--- src/rtl/key_evt_pkg.sv ---
// Shared constants, event type and helpers for the key event encoder slice.
package key_evt_pkg;

    localparam int KEY_NUM       = 16;
    localparam int IDX_W         = 4;
    localparam int EVT_W         = 5;
    localparam int EVT_PRESS_BIT = 4;

    typedef logic [EVT_W-1:0] key_evt_t;

    function automatic int clog2(input int value);
        int result;
        int v;
        result = 0;
        v      = value - 1;
        while (v > 0) begin
            result++;
            v = v >> 1;
        end
        return result;
    endfunction

    function automatic key_evt_t evt_make(input logic press, input logic [IDX_W-1:0] idx);
        return {press, idx};
    endfunction

    function automatic logic evt_press(input key_evt_t evt);
        return evt[EVT_PRESS_BIT];
    endfunction

    function automatic logic [IDX_W-1:0] evt_index(input key_evt_t evt);
        return evt[IDX_W-1:0];
    endfunction

endpackage

--- src/rtl/key_evt_fifo.sv ---
// First-word-fall-through synchronous FIFO with occupancy count.
module key_evt_fifo
    import key_evt_pkg::*;
#(
    parameter int WIDTH = 5,
    parameter int DEPTH = 8,
    localparam int PTR_W = clog2(DEPTH)
) (
    input  logic             CLK,
    input  logic             RST,
    input  logic             Push,
    input  logic [WIDTH-1:0] Push_data,
    input  logic             Pop,
    output logic [WIDTH-1:0] Pop_data,
    output logic             Valid,
    output logic [PTR_W:0]   Count
);

    logic [WIDTH-1:0] mem [DEPTH];
    logic [PTR_W-1:0] wr_ptr;
    logic [PTR_W-1:0] rd_ptr;
    logic             empty;
    logic             full;
    logic             do_push;
    logic             do_pop;

    always_comb begin
        empty    = (Count == '0);
        full     = (Count == (PTR_W+1)'(DEPTH));
        do_push  = Push && !full;
        do_pop   = Pop && !empty;
        Valid    = !empty;
        Pop_data = empty ? '0 : mem[rd_ptr];
    end

    always_ff @(posedge CLK or posedge RST) begin
        if (RST) begin
            wr_ptr <= '0;
            rd_ptr <= '0;
            Count  <= '0;
        end else begin
            if (do_push) wr_ptr <= wr_ptr + PTR_W'(1);
            if (do_pop)  rd_ptr <= rd_ptr + PTR_W'(1);
            if (do_push && !do_pop)
                Count <= Count + (PTR_W+1)'(1);
            else if (!do_push && do_pop)
                Count <= Count - (PTR_W+1)'(1);
        end
    end

    always_ff @(posedge CLK) begin
        if (do_push) mem[wr_ptr] <= Push_data;
    end

endmodule

--- src/rtl/key_event_encoder.sv ---
// Debounces the scanned 4x4 key bitmap and queues press/release events
// for the register/interrupt layer.
module key_event_encoder
    import key_evt_pkg::*;
#(
    parameter int DEBOUNCE_CNT = 16,
    parameter int FIFO_DEPTH   = 8
) (
    input  logic                        CLK,
    input  logic                        RST,
    input  logic [KEY_NUM-1:0]          Key,
    input  logic                        Sample_en,
    output logic [KEY_NUM-1:0]          Key_state,
    output logic [EVT_W-1:0]            Evt_data,
    output logic                        Evt_valid,
    input  logic                        Evt_ready,
    output logic [clog2(FIFO_DEPTH):0]  Fifo_count,
    output logic                        Overflow,
    input  logic                        Clr_ovf
);

    localparam int CNT_W  = clog2(DEBOUNCE_CNT);
    localparam int FCNT_W = clog2(FIFO_DEPTH) + 1;
    localparam logic [CNT_W-1:0] CNT_LAST = CNT_W'(DEBOUNCE_CNT - 1);

    logic [CNT_W-1:0]   cnt [KEY_NUM];
    logic [KEY_NUM-1:0] toggle;
    logic [KEY_NUM-1:0] pending;
    logic [KEY_NUM-1:0] pending_nxt;
    logic [KEY_NUM-1:0] drain;
    logic [IDX_W-1:0]   sel;
    logic               found;
    logic               fire;
    logic               collapse;
    logic               fifo_full;
    key_evt_t           push_data;

    always_comb begin
        toggle = '0;
        for (int unsigned i = 0; i < KEY_NUM; i++)
            toggle[i] = Sample_en && (Key[i] != Key_state[i]) && (cnt[i] == CNT_LAST);
    end

    always_ff @(posedge CLK or posedge RST) begin
        if (RST) begin
            Key_state <= '0;
            for (int unsigned i = 0; i < KEY_NUM; i++) cnt[i] <= '0;
        end else if (Sample_en) begin
            for (int unsigned i = 0; i < KEY_NUM; i++) begin
                if (Key[i] == Key_state[i]) begin
                    cnt[i] <= '0;
                end else if (cnt[i] == CNT_LAST) begin
                    Key_state[i] <= ~Key_state[i];
                    cnt[i]       <= '0;
                end else begin
                    cnt[i] <= cnt[i] + CNT_W'(1);
                end
            end
        end
    end

    // Push carries the pre-edge Key_state; a same-cycle toggle re-arms pending.
    always_comb begin
        sel   = '0;
        found = 1'b0;
        for (int unsigned i = 0; i < KEY_NUM; i++) begin
            if (pending[i] && !found) begin
                sel   = IDX_W'(i);
                found = 1'b1;
            end
        end
        fifo_full = (Fifo_count == FCNT_W'(FIFO_DEPTH));
        fire      = found && !fifo_full;
        drain     = '0;
        if (fire) drain[sel] = 1'b1;
        push_data = evt_make(Key_state[sel], sel);

        pending_nxt = pending;
        collapse    = 1'b0;
        for (int unsigned i = 0; i < KEY_NUM; i++) begin
            if (toggle[i]) begin
                if (pending[i] && !drain[i]) begin
                    pending_nxt[i] = 1'b0;
                    collapse       = 1'b1;
                end else begin
                    pending_nxt[i] = 1'b1;
                end
            end else if (drain[i]) begin
                pending_nxt[i] = 1'b0;
            end
        end
    end

    always_ff @(posedge CLK or posedge RST) begin
        if (RST) begin
            pending  <= '0;
            Overflow <= 1'b0;
        end else begin
            pending <= pending_nxt;
            if (collapse)
                Overflow <= 1'b1;
            else if (Clr_ovf)
                Overflow <= 1'b0;
        end
    end

    key_evt_fifo #(
        .WIDTH (EVT_W),
        .DEPTH (FIFO_DEPTH)
    ) u_fifo (
        .CLK       (CLK),
        .RST       (RST),
        .Push      (fire),
        .Push_data (push_data),
        .Pop       (Evt_ready),
        .Pop_data  (Evt_data),
        .Valid     (Evt_valid),
        .Count     (Fifo_count)
    );

endmodule

--- config.mk ---
export PLATFORM = sky130hd
export DESIGN_NAME = key_event_encoder
export DESIGN_NICKNAME = d
export VERILOG_FILES = /design/src/rtl/key_evt_pkg.sv /design/src/rtl/key_evt_fifo.sv /design/src/rtl/key_event_encoder.sv
export SDC_FILE = /design/constraint.sdc
export NUM_CORES = 1
export LEC_CHECK = 0
export ABC_AREA = 0
export CORE_UTILIZATION = 42
export CTS_CLUSTER_DIAMETER = 200
export DETAILED_ROUTE_END_ITERATION = 7
export HOLD_SLACK_MARGIN = 0.08
export PLACE_DENSITY = 0.62
export SLEW_MARGIN = 20
export SYNTH_ARGS = -nofsm -noshare
export SYNTH_HDL_FRONTEND = slang
export SYNTH_SLANG_ARGS = --single-unit
export TNS_END_PERCENT = 100
--- constraint.sdc ---
create_clock -name CLK -period 2.8 [get_ports CLK]
set_input_delay 0.28 -clock CLK [delete_from_list [all_inputs] [get_ports CLK]]
set_output_delay 0.28 -clock CLK [all_outputs]
set_load 0.01 [all_outputs]
* After elaboration in Yosys (flattened, before gate mapping)
Memories as Yosys holds them, arrays and structs flattened. Cells that the tools add are included.
Operators by class: reductions and logical operators 139, $mul 0, order comparisons 2, $add $sub $neg 20, equality and inequality tests 49, bitwise gates (word level) 32, muxes and demuxes 155, div/mod/pow operators 0, shift-type cells 0
Operator list (count):
- $mux W4 | 48
- $mux W1 | 103
- $logic_and A1 B1 Y1 | 69
- $add A4 B1 Y4 const B | 17
- $eq A4 B4 Y1 const B | 17
- $reduce_and A3 Y1 | 16
- $reduce_bool A2 Y1 | 18
- $logic_not A1 Y1 | 35
- $not A1 Y1 | 32
- $eq A1 B1 Y1 | 16
- $mux W16 | 1
- $ne A1 B1 Y1 | 16
- $add A3 B1 Y3 const B | 2
- $lt A4 B5 Y1 const B | 1
- $mux W5 | 1
- $bmux W1 S4 | 1
- $demux W1 S4 | 1
- $ge A4 B1 Y1 const B | 1
- $logic_not A4 Y1 | 1
- $sub A4 B1 Y4 const B | 1
Word-level totals: RAM bits 40, register bits after elaboration 107, latch bits 0, memories 1, bits in read-only memories 0, logic and storage cells 450
Memories:
- u_fifo.mem | depth 8, bits a word 5, rd ports 1, clocked after memory_dff 0, write ports 1, line key_evt_fifo.sv:19 | logic [WIDTH-1:0] mem [DEPTH];

* Logic depth before layout (Yosys ltp)
Gate-level depths: netlist (run 1).
depth after elaboration 86, mapped depth 12, depth with buffers taken out 12

* Hierarchy
A second synthesis (run 1) with hierarchy kept.
Unflattened totals: cell total of the unflattened synthesis 666, area, all modules 7347.0 um2
Modules (own cells, without submodules):
- key_event_encoder | cells an instance 545, times used 1, area each 5215.0 um2, sequential area each 2427.3 um2
- key_evt_fifo | cells an instance 121, times used 1, area each 2132.0 um2, sequential area each 1451.4 um2

* Least setup slack after synthesis (run 1)
OpenSTA, ideal clock, no wires.
path type flip-flop to flip-flop, from register pending[6], to register u_fifo.Count[3], setup slack 0.005 ns, buffers on the path 0, arrival time 2.666 ns, data required time 2.672 ns, stages on the path, launching flop included 13, clock period less this slack 2.795 ns, path through dfrtp_1 > nor4_1 > nand3_1 > o21ai_1 > inv_1 > ha_1 > inv_1 > ha_1 > a21o_1 > a21oi_1 > xnor2_1 > nor2_1 > xor2_1
Between the ends: longest elaborated chain between the ends 34, elaborated cells between the ends (all ways) 36
Ends and longest elaborated chain:
- start, declared | line key_event_encoder.sv:28 | logic [KEY_NUM-1:0] pending;
- start signal, assigned | line key_event_encoder.sv:99 | pending <= pending_nxt;
- $logic_and A1 B1 Y1 (*) | line key_event_encoder.sv:67 | if (pending[i] && !found) begin
- $mux W1 (*) | line key_event_encoder.sv:67
- $logic_not A1 Y1 | line key_event_encoder.sv:67
- $logic_and A1 B1 Y1 | line key_event_encoder.sv:67
- $mux W1 (*) | line key_event_encoder.sv:67
- $logic_not A1 Y1 | line key_event_encoder.sv:67
- $logic_and A1 B1 Y1 | line key_event_encoder.sv:67
- $mux W1 (*) | line key_event_encoder.sv:67
- [19 not listed]
- $logic_and A1 B1 Y1 | line key_event_encoder.sv:67
- $mux W1 (*) | line key_event_encoder.sv:67
- $logic_and A1 B1 Y1 (*) | line key_event_encoder.sv:73 | fire = found && !fifo_full;
- $logic_and A1 B1 Y1 (*) | line key_evt_fifo.sv:30 | do_push = Push && !full;
- net u_fifo.do_push | line key_evt_fifo.sv:24 | logic do_push;
- $logic_not A1 Y1 | line key_evt_fifo.sv:46 | else if (!do_push && do_pop)
- $logic_and A1 B1 Y1 | line key_evt_fifo.sv:46
- $reduce_bool A2 Y1 (no source line)
- end signal, assigned | line key_evt_fifo.sv:45 | Count <= Count + (PTR_W+1)'(1);
- end signal, assigned | line key_evt_fifo.sv:47 | Count <= Count - (PTR_W+1)'(1);
- end, declared | line key_evt_fifo.sv:16 | output logic [PTR_W:0] Count
The timed path passes the listed nets; every way through them passes the cells marked *. A chain may end at the register's enable or synchronous reset.

* Worst setup path after layout (run 1)
from register pending[2], to memory u_fifo.mem[0][4] (data pin)
Between the ends: longest elaborated chain between the ends 43, elaborated cells between the ends (all ways) 56
Ends and longest elaborated chain:
- $logic_and A1 B1 Y1 (*) | line key_event_encoder.sv:67
- $mux W1 | line key_event_encoder.sv:67
- $logic_not A1 Y1 | line key_event_encoder.sv:67
- $logic_and A1 B1 Y1 | line key_event_encoder.sv:67
- $mux W1 | line key_event_encoder.sv:67
- $logic_not A1 Y1 | line key_event_encoder.sv:67
- $logic_and A1 B1 Y1 | line key_event_encoder.sv:67
- $mux W1 | line key_event_encoder.sv:67
- [28 not listed]
- $logic_and A1 B1 Y1 | line key_event_encoder.sv:67
- $mux W1 | line key_event_encoder.sv:67
- $logic_not A1 Y1 | line key_event_encoder.sv:67
- $logic_and A1 B1 Y1 | line key_event_encoder.sv:67
- $mux W4 (*) | line key_event_encoder.sv:67
- $bmux W1 S4 (*) | line key_event_encoder.sv:76 | push_data = evt_make(Key_state[sel], sel);
- $mux W1 (not written as such) (*) | line key_event_encoder.sv:76
- net push_data[4] | line key_event_encoder.sv:36 | key_evt_t push_data;
- end, declared | line key_evt_fifo.sv:19
The timed path passes the listed nets; every way through them passes the cells marked *. The select of a mux whose other input is x is not followed.

==> results of run 1 <==
## cell families after synthesis
logic type | after synthesis | synth area share
mux | 39 | 0.0708
simple gates | 212 | 0.142
compound gates | 155 | 0.133
flops | 147 | 0.530
buf+inv | 29 | 0.0180
fa+ha+maj | 22 | 0.0387
xor+xnor | 56 | 0.0671
## cells in the mapped netlist, drive strengths merged, types with 3 or more instances
cell type,n,area share
a21o,19,0.020
a21oi,17,0.012
a22o,16,0.019
a32oi,3,0.0036
and2,19,0.017
buf,4,0.0034
clkbuf,12,0.0062
dfrtp,107,0.37
edfxtp,40,0.16
ha,21,0.036
inv,12,0.0062
mux2i,27,0.037
mux4,10,0.031
nand2,86,0.044
nand2b,3,0.0026
nand3,23,0.016
nand4,18,0.015
nor2,28,0.015
nor3,9,0.0062
nor4,7,0.0086
o21ai,72,0.049
o31ai,11,0.011
or2,12,0.010
or4,4,0.0046
xnor2,24,0.029
xor2,32,0.038
## layout make-up
cell class                 instances  area (sq um)
inverter                          13          65.1
tap                              220           275
fill                            1487          7780
multi-input combinational        484          3320
clock buffer                      19           433
timing repair buffer             101           908
clock inverter                    13           165
sequential                       147          3880
## how the worst max path moves through the flow
| stage | startpoint | endpoint | slack (ns) | depth (start not counted) |
|---|---|---|---|---|
| after detailed placement | pending[2] | u_fifo.mem[0][4] | 0.04 | 10 |
| after global routing | pending[2] | Overflow | 0.009 | 9 |
| after global placement | pending[2] | pending[7] | 0.10 | 10 |
| final | pending[2] | u_fifo.mem[0][4] | 0.09 | 10 |
| after floorplan | pending[6] | u_fifo.Count[3] | 0.005 | 12 |
| after CTS | pending[2] | u_fifo.mem[4][4] | 0.01 | 10 |
## registers in the layout, summed over array words and instances, names as in the netlist
name,cells
cnt,64
u_fifo.mem,40
Key_state,16
pending,16
u_fifo.Count,4
u_fifo.rd_ptr,3
u_fifo.wr_ptr,3
Overflow,1
## power by group through the flow
stage | clock [W] | combinational (W) | sequential (W)
2_1_floorplan | 0 | 0.00307 | 0.00349
3_3_place_gp | 0 | 0.00508 | 0.00352
3_5_place_dp | 0 | 0.00513 | 0.00356
4_1_cts | 0.00237 | 0.00517 | 0.00353
5_1_grt | 0.00246 | 0.00574 | 0.00359
6_report | 0.00232 | 0.00523 | 0.00353
## layer usage
layer / share of wire / vias up
met5: 0 / -
met4: 0.024 / 0
met3: 0.032 / 30
met2: 0.49 / 106
met1: 0.46 / 2707
li1: - / 2631
## critical path, stage by stage (launching register included)
cell	delay, ns
dfrtp_1	0.41
or4_4	0.58
nor2_4	0.17
o2111ai_1	0.12
and2_1	0.19
buf_4	0.20
mux2i_2	0.22
mux2i_1	0.11
a32oi_1	0.19
o21ai_1	0.11
buf_4	0.17
## per-stage QoR
step | hold slack [ns] | util
after floorplan | 0.442 | -
after global placement | 0.465 | 0.500
after CTS | 0.318 | 0.536
after global routing | 0.338 | 0.538
after detailed placement | 0.470 | 0.500
final | 0.328 | 0.538
## what timing repair did
item                                    4_1_cts  5_1_grt
setup buffers                                 0        2
gates resized for setup                       0        5
endpoints found under the setup margin        0       11
==> metrics, run 1 <==
dpl cell area 0.00841 sq mm; HPWL after detailed placement 12200 microns; ant diodes 0; Power Internal 0.00706 W; sequential share of power 0.319; worst r2r src pending[2]; status finished, final reports clean; htree depth 4; final worst-path cycle share 0.967; met1 Track Usage GR 0.262; Post-synth EDFFs 40; maximum VDD drop 0.000767 V; RePlAce Congestion 0.825; Hold Crit Class in2reg; final worst slack 0.0934 ns; Max Clk Rate 369 MHz; Layout Cells excl Fill 997; # setup viols final 0; Layout area overhead 23.6%; die height 134 microns; CP Capture Type flip-flop; met2 global-route usage 0.339; Clock power frac 0.209; Tmin final 2.71 ns; Layout Nets 807; Fin. Hold Viols 0; Pins Over Slew Limit 0; r2r setup slk 0.09 ns; Top Ports 48; WL/cell 16.8 microns; synthesized flop and latch total 147; gr ovfl total 0; sequential-to-total area share from yosys stat 0.530; Cell variety after synth 52; vias in the first global route 5534; max_cap viols 0; final antenna-violating net count 0; worst-margin pin slew 0.807 ns; Lkg Pwr 3.95 nW; Starting Density 0.435; path depth of the worst reg2reg path 10; most common cell after layout, fill and taps aside dfrtp_1; Most Crowded Layer GR met2; power density cells 1230 mW/mm^2; Worst EP arrival 2.87 ns; area of the die 0.0179 sq mm; Worst R2R End u_fifo.mem[0][4]; Hold Crit Start Sample_en; Sw Pwr 0.00402 W; Die Wd 134 microns; share of cells above drive strength 1 0.149; clock buffers created by TritonCTS 17; Mean Syn Cell Area 11.1 sq um; via count 5474; post-route setup TNS 0 ns; syn nets 703; Initial DRC Count 384; first-pass GRT wire length 28000 microns; Switching Share 0.363; Port Buffer Count 47; Async SR Flop Fraction 0.728; CTS tree built; routed vias/inst 5.49; Gate power share 0.472; total power 0.0111 W; initial antenna violation count 0; unrepaired setup endpoints after global routing false; GRT Total Usage 0.203; CP Max Fanout 10; clock slew at reported path FFs 0.06 ns; pre-CTS setup slack 0.0426 ns; synthesized netlist cell count 660; cts hold-fix bufs 0; worst-skew pair later-pin latency 0.42 ns; hold endpoint cnt[49]; drt pass-1 iters 5; Worst Path Required 2.96 ns; Startpoint Class flip-flop; CTS Buffer Depth 2; # rows 47; met3 usage in global routing 0.0325; commonest non-fill, non-tap cells in the layout dfrtp_1 (107), nand2_1 (86), o21ai_0 (68); drt drc 0; prevailing post-synth register cell dfrtp_1; root buffer cell clkbuf_16; CORE AREA 0.0168 sq mm; Netlist Area Pre-Place 0.00731 sq mm; TritonCTS Sinks 147; yosys warns 0; Total Wirelength 16700 microns; relative max-transition margin 0.461; WHS Path Cells 3; CP Class reg2reg; pin count of the biggest net entering global routing 42; DP Cell Count 963; clock skew 0.00938 ns; post-route cell area 0.00904 sq mm
No activity file was read; power rests on OpenSTA's default activity.
==> run 2: changes to the inputs <==
--- a/config.mk
+++ b/config.mk
@@ -10,7 +10,6 @@
 export CTS_CLUSTER_DIAMETER = 200
 export DETAILED_ROUTE_END_ITERATION = 7
 export HOLD_SLACK_MARGIN = 0.08
-export PLACE_DENSITY = 0.62
 export SLEW_MARGIN = 20
 export SYNTH_ARGS = -nofsm -noshare
 export SYNTH_HDL_FRONTEND = slang
==> run 2 against run 1 <==
Net effect: total power down 0.47%; die area did not move; clock skew decreased by 0.0047 ns; worst setup slack better by 0.064 ns; sequential power grew 2%; via count decreased by 1.0%.
==> metrics, run 2 (synthesis results as in run 1) <==
status finished, final reports clean (unchanged); final worst-path cycle share 0.944 (was 0.967); FF/Latch Area 0.00388 sq mm (about the same); initial antenna violation count 0 (unchanged); CP Class reg2reg (unchanged); post-route setup TNS 0 ns (unchanged); worst path cell trace or4_4 -> nor2_4 -> a41oi_1 -> and2_4 -> buf_4 -> o31ai_4 -> o22ai_1 -> nor4_2 -> nand4_1 (was or4_4 -> nor2_4 -> o2111ai_1 -> and2_1 -> buf_4 -> mux2i_2 -> mux2i_1 -> a32oi_1 -> o21ai_1 -> buf_4); first-pass GRT wire length 27200 microns (was 28000 microns); htree depth 4 (unchanged); Layout area overhead 23.1% (was 23.6%); clock buffers created by TritonCTS 17 (unchanged); WHS Path Cells 4 (was 3); relative max-transition margin 0.575 (was 0.461); gr ovfl total 0 (unchanged); ant diodes 0 (unchanged); HPWL after detailed placement 11800 microns (was 12200 microns); biggest regs cnt (64), u_fifo.mem (40) (unchanged); Lkg Pwr 3.88 nW (was 3.95 nW); Die Wd 134 microns (unchanged); die height 134 microns (unchanged); Hold WS 0.268 ns (was 0.328 ns); Pins Over Slew Limit 0 (unchanged); TritonCTS Sinks 147 (unchanged); post-route cell area 0.00900 sq mm (was 0.00904 sq mm); max reg flops 64 (unchanged); routed vias/inst 5.52 (was 5.49); drt pass-1 iters 5 (unchanged); Top Ports 48 (unchanged); clock slew at reported path FFs 0.06 ns (about the same); Initial DRC Count 305 (was 384); maximum VDD drop 0.00110 V (was 0.000767 V); vias in the first global route 5417 (was 5534); clock skew 0.00464 ns (was 0.00938 ns); Startpoint Class flip-flop (unchanged); power density cells 1230 mW/mm^2 (about the same); root buffer cell clkbuf_16 (unchanged); WL met2 8120 microns (was 8170 microns); CP Max Fanout 12 (was 10); CTS Buffer Depth 2 (unchanged); filler instances 1473 (was 1487); Layout Nets 792 (was 807); DRT met1 WL 7370 microns (was 7620 microns); DR top layer met4 (unchanged); Biggest register cnt (unchanged); worst-margin pin slew 0.637 ns (was 0.807 ns); pin count of the biggest net entering global routing 51 (was 42); GRT Total Usage 0.195 (was 0.203); area of the die 0.0179 sq mm (unchanged); drt drc 0 (unchanged); share of cells above drive strength 1 0.152 (was 0.149); worst-skew pair later-pin latency 0.42 ns (about the same); path depth of the worst reg2reg path 9 (was 10); Starting Density 0.435 (unchanged); met3 WL post-DR 430 microns (was 542 microns); CP Capture Type flip-flop (unchanged); Max Clk Rate 378 MHz (was 369 MHz); Port Buffer Count 47 (unchanged); peak per-stage delay on the critical path 0.54 ns (was 0.58 ns); slowest CP cell or4_4 (unchanged); # rows 47 (unchanged); final antenna-violating net count 0 (unchanged); dpl cell area 0.00828 sq mm (was 0.00841 sq mm); Worst Path Required 3.09 ns (was 2.96 ns); CTS tree built (unchanged); commonest non-fill, non-tap cells in the layout dfrtp_1 (105), nand2_1 (86), o21ai_0 (68) (was dfrtp_1 (107), nand2_1 (86), o21ai_0 (68)); Total Wirelength 16300 microns (was 16700 microns); Hold Crit Class in2reg (unchanged); RePlAce Congestion 0.857 (was 0.825); CORE AREA 0.0168 sq mm (unchanged); Multi-input gate area 0.00340 sq mm (was 0.00332 sq mm); Worst EP arrival 2.94 ns (was 2.87 ns); via count 5419 (was 5474); # setup viols final 0 (unchanged); WL/cell 16.6 microns (was 16.8 microns); max_cap viols 0 (unchanged); most common cell after layout, fill and taps aside dfrtp_1 (unchanged); Fin. Hold Viols 0 (unchanged); Tmin final 2.64 ns (was 2.71 ns)
run 2: through the flow:
stage	setup WS [ns]	cells	power, W	util
floorplan	0.00529	660	0.00656	-
CTS	0.0413	981	0.0108	0.529
global route	-0.000739	982	0.0117	0.535
finish	0.157	982	0.0110	0.535
global placement	0.0554	949	0.00831	0.493
detailed placement	0.0606	949	0.00841	0.493
run 2: final timing paths:
path	end	slack (ns)	start
setup / recovery	Overflow	0.16	pending[5]
hold / removal	cnt[6]	0.27	Sample_en
setup reg to reg	Overflow	0.16	pending[5]
hold reg to reg	cnt[3]	0.49	cnt[3]
max in group asynchronous	Key_state[2]	1.83	RST
min in group asynchronous	u_fifo.Count[3]	0.29	RST
run 2: critical path, delay by kind of cell, from the launching register on:
kind / cells / cell delay, ns
buf+inv: 1 / 0.20
simple gates: 5 / 1.28
flops: 1 / 0.47
compound gates: 3 / 0.56
run 2: area by class of cell:
cell class	instances	share of cell area
well taps	220	0.0306
clock inverters	15	0.0200
repair buffers	86	0.0857
clock buffers	17	0.0473
inverters	13	0.00723
multi-input cells	484	0.378
flip-flops and latches	147	0.431
run 2: report_power, final:
group          leakage [nW]  internal, W  switching, W
Combinational          1.82      0.00228       0.00282
Clock                 0.282      0.00141      0.000930
Sequential             1.78      0.00316      0.000434
Total                  3.88      0.00684       0.00418
run 2: per-layer routing:
layer / global-route usage / vias to the layer above
met3: 0.0314 / 30
met1: 0.250 / 2696
met2: 0.326 / 98
met5: 0 / -
met4: 0.0833 / 0
li1: - / 2595
run 2: repair_timing:
action	CTS	global route
setup buffers	0	1
hold buffers	0	0
gates resized for setup	0	19
endpoints found under the setup margin	0	10
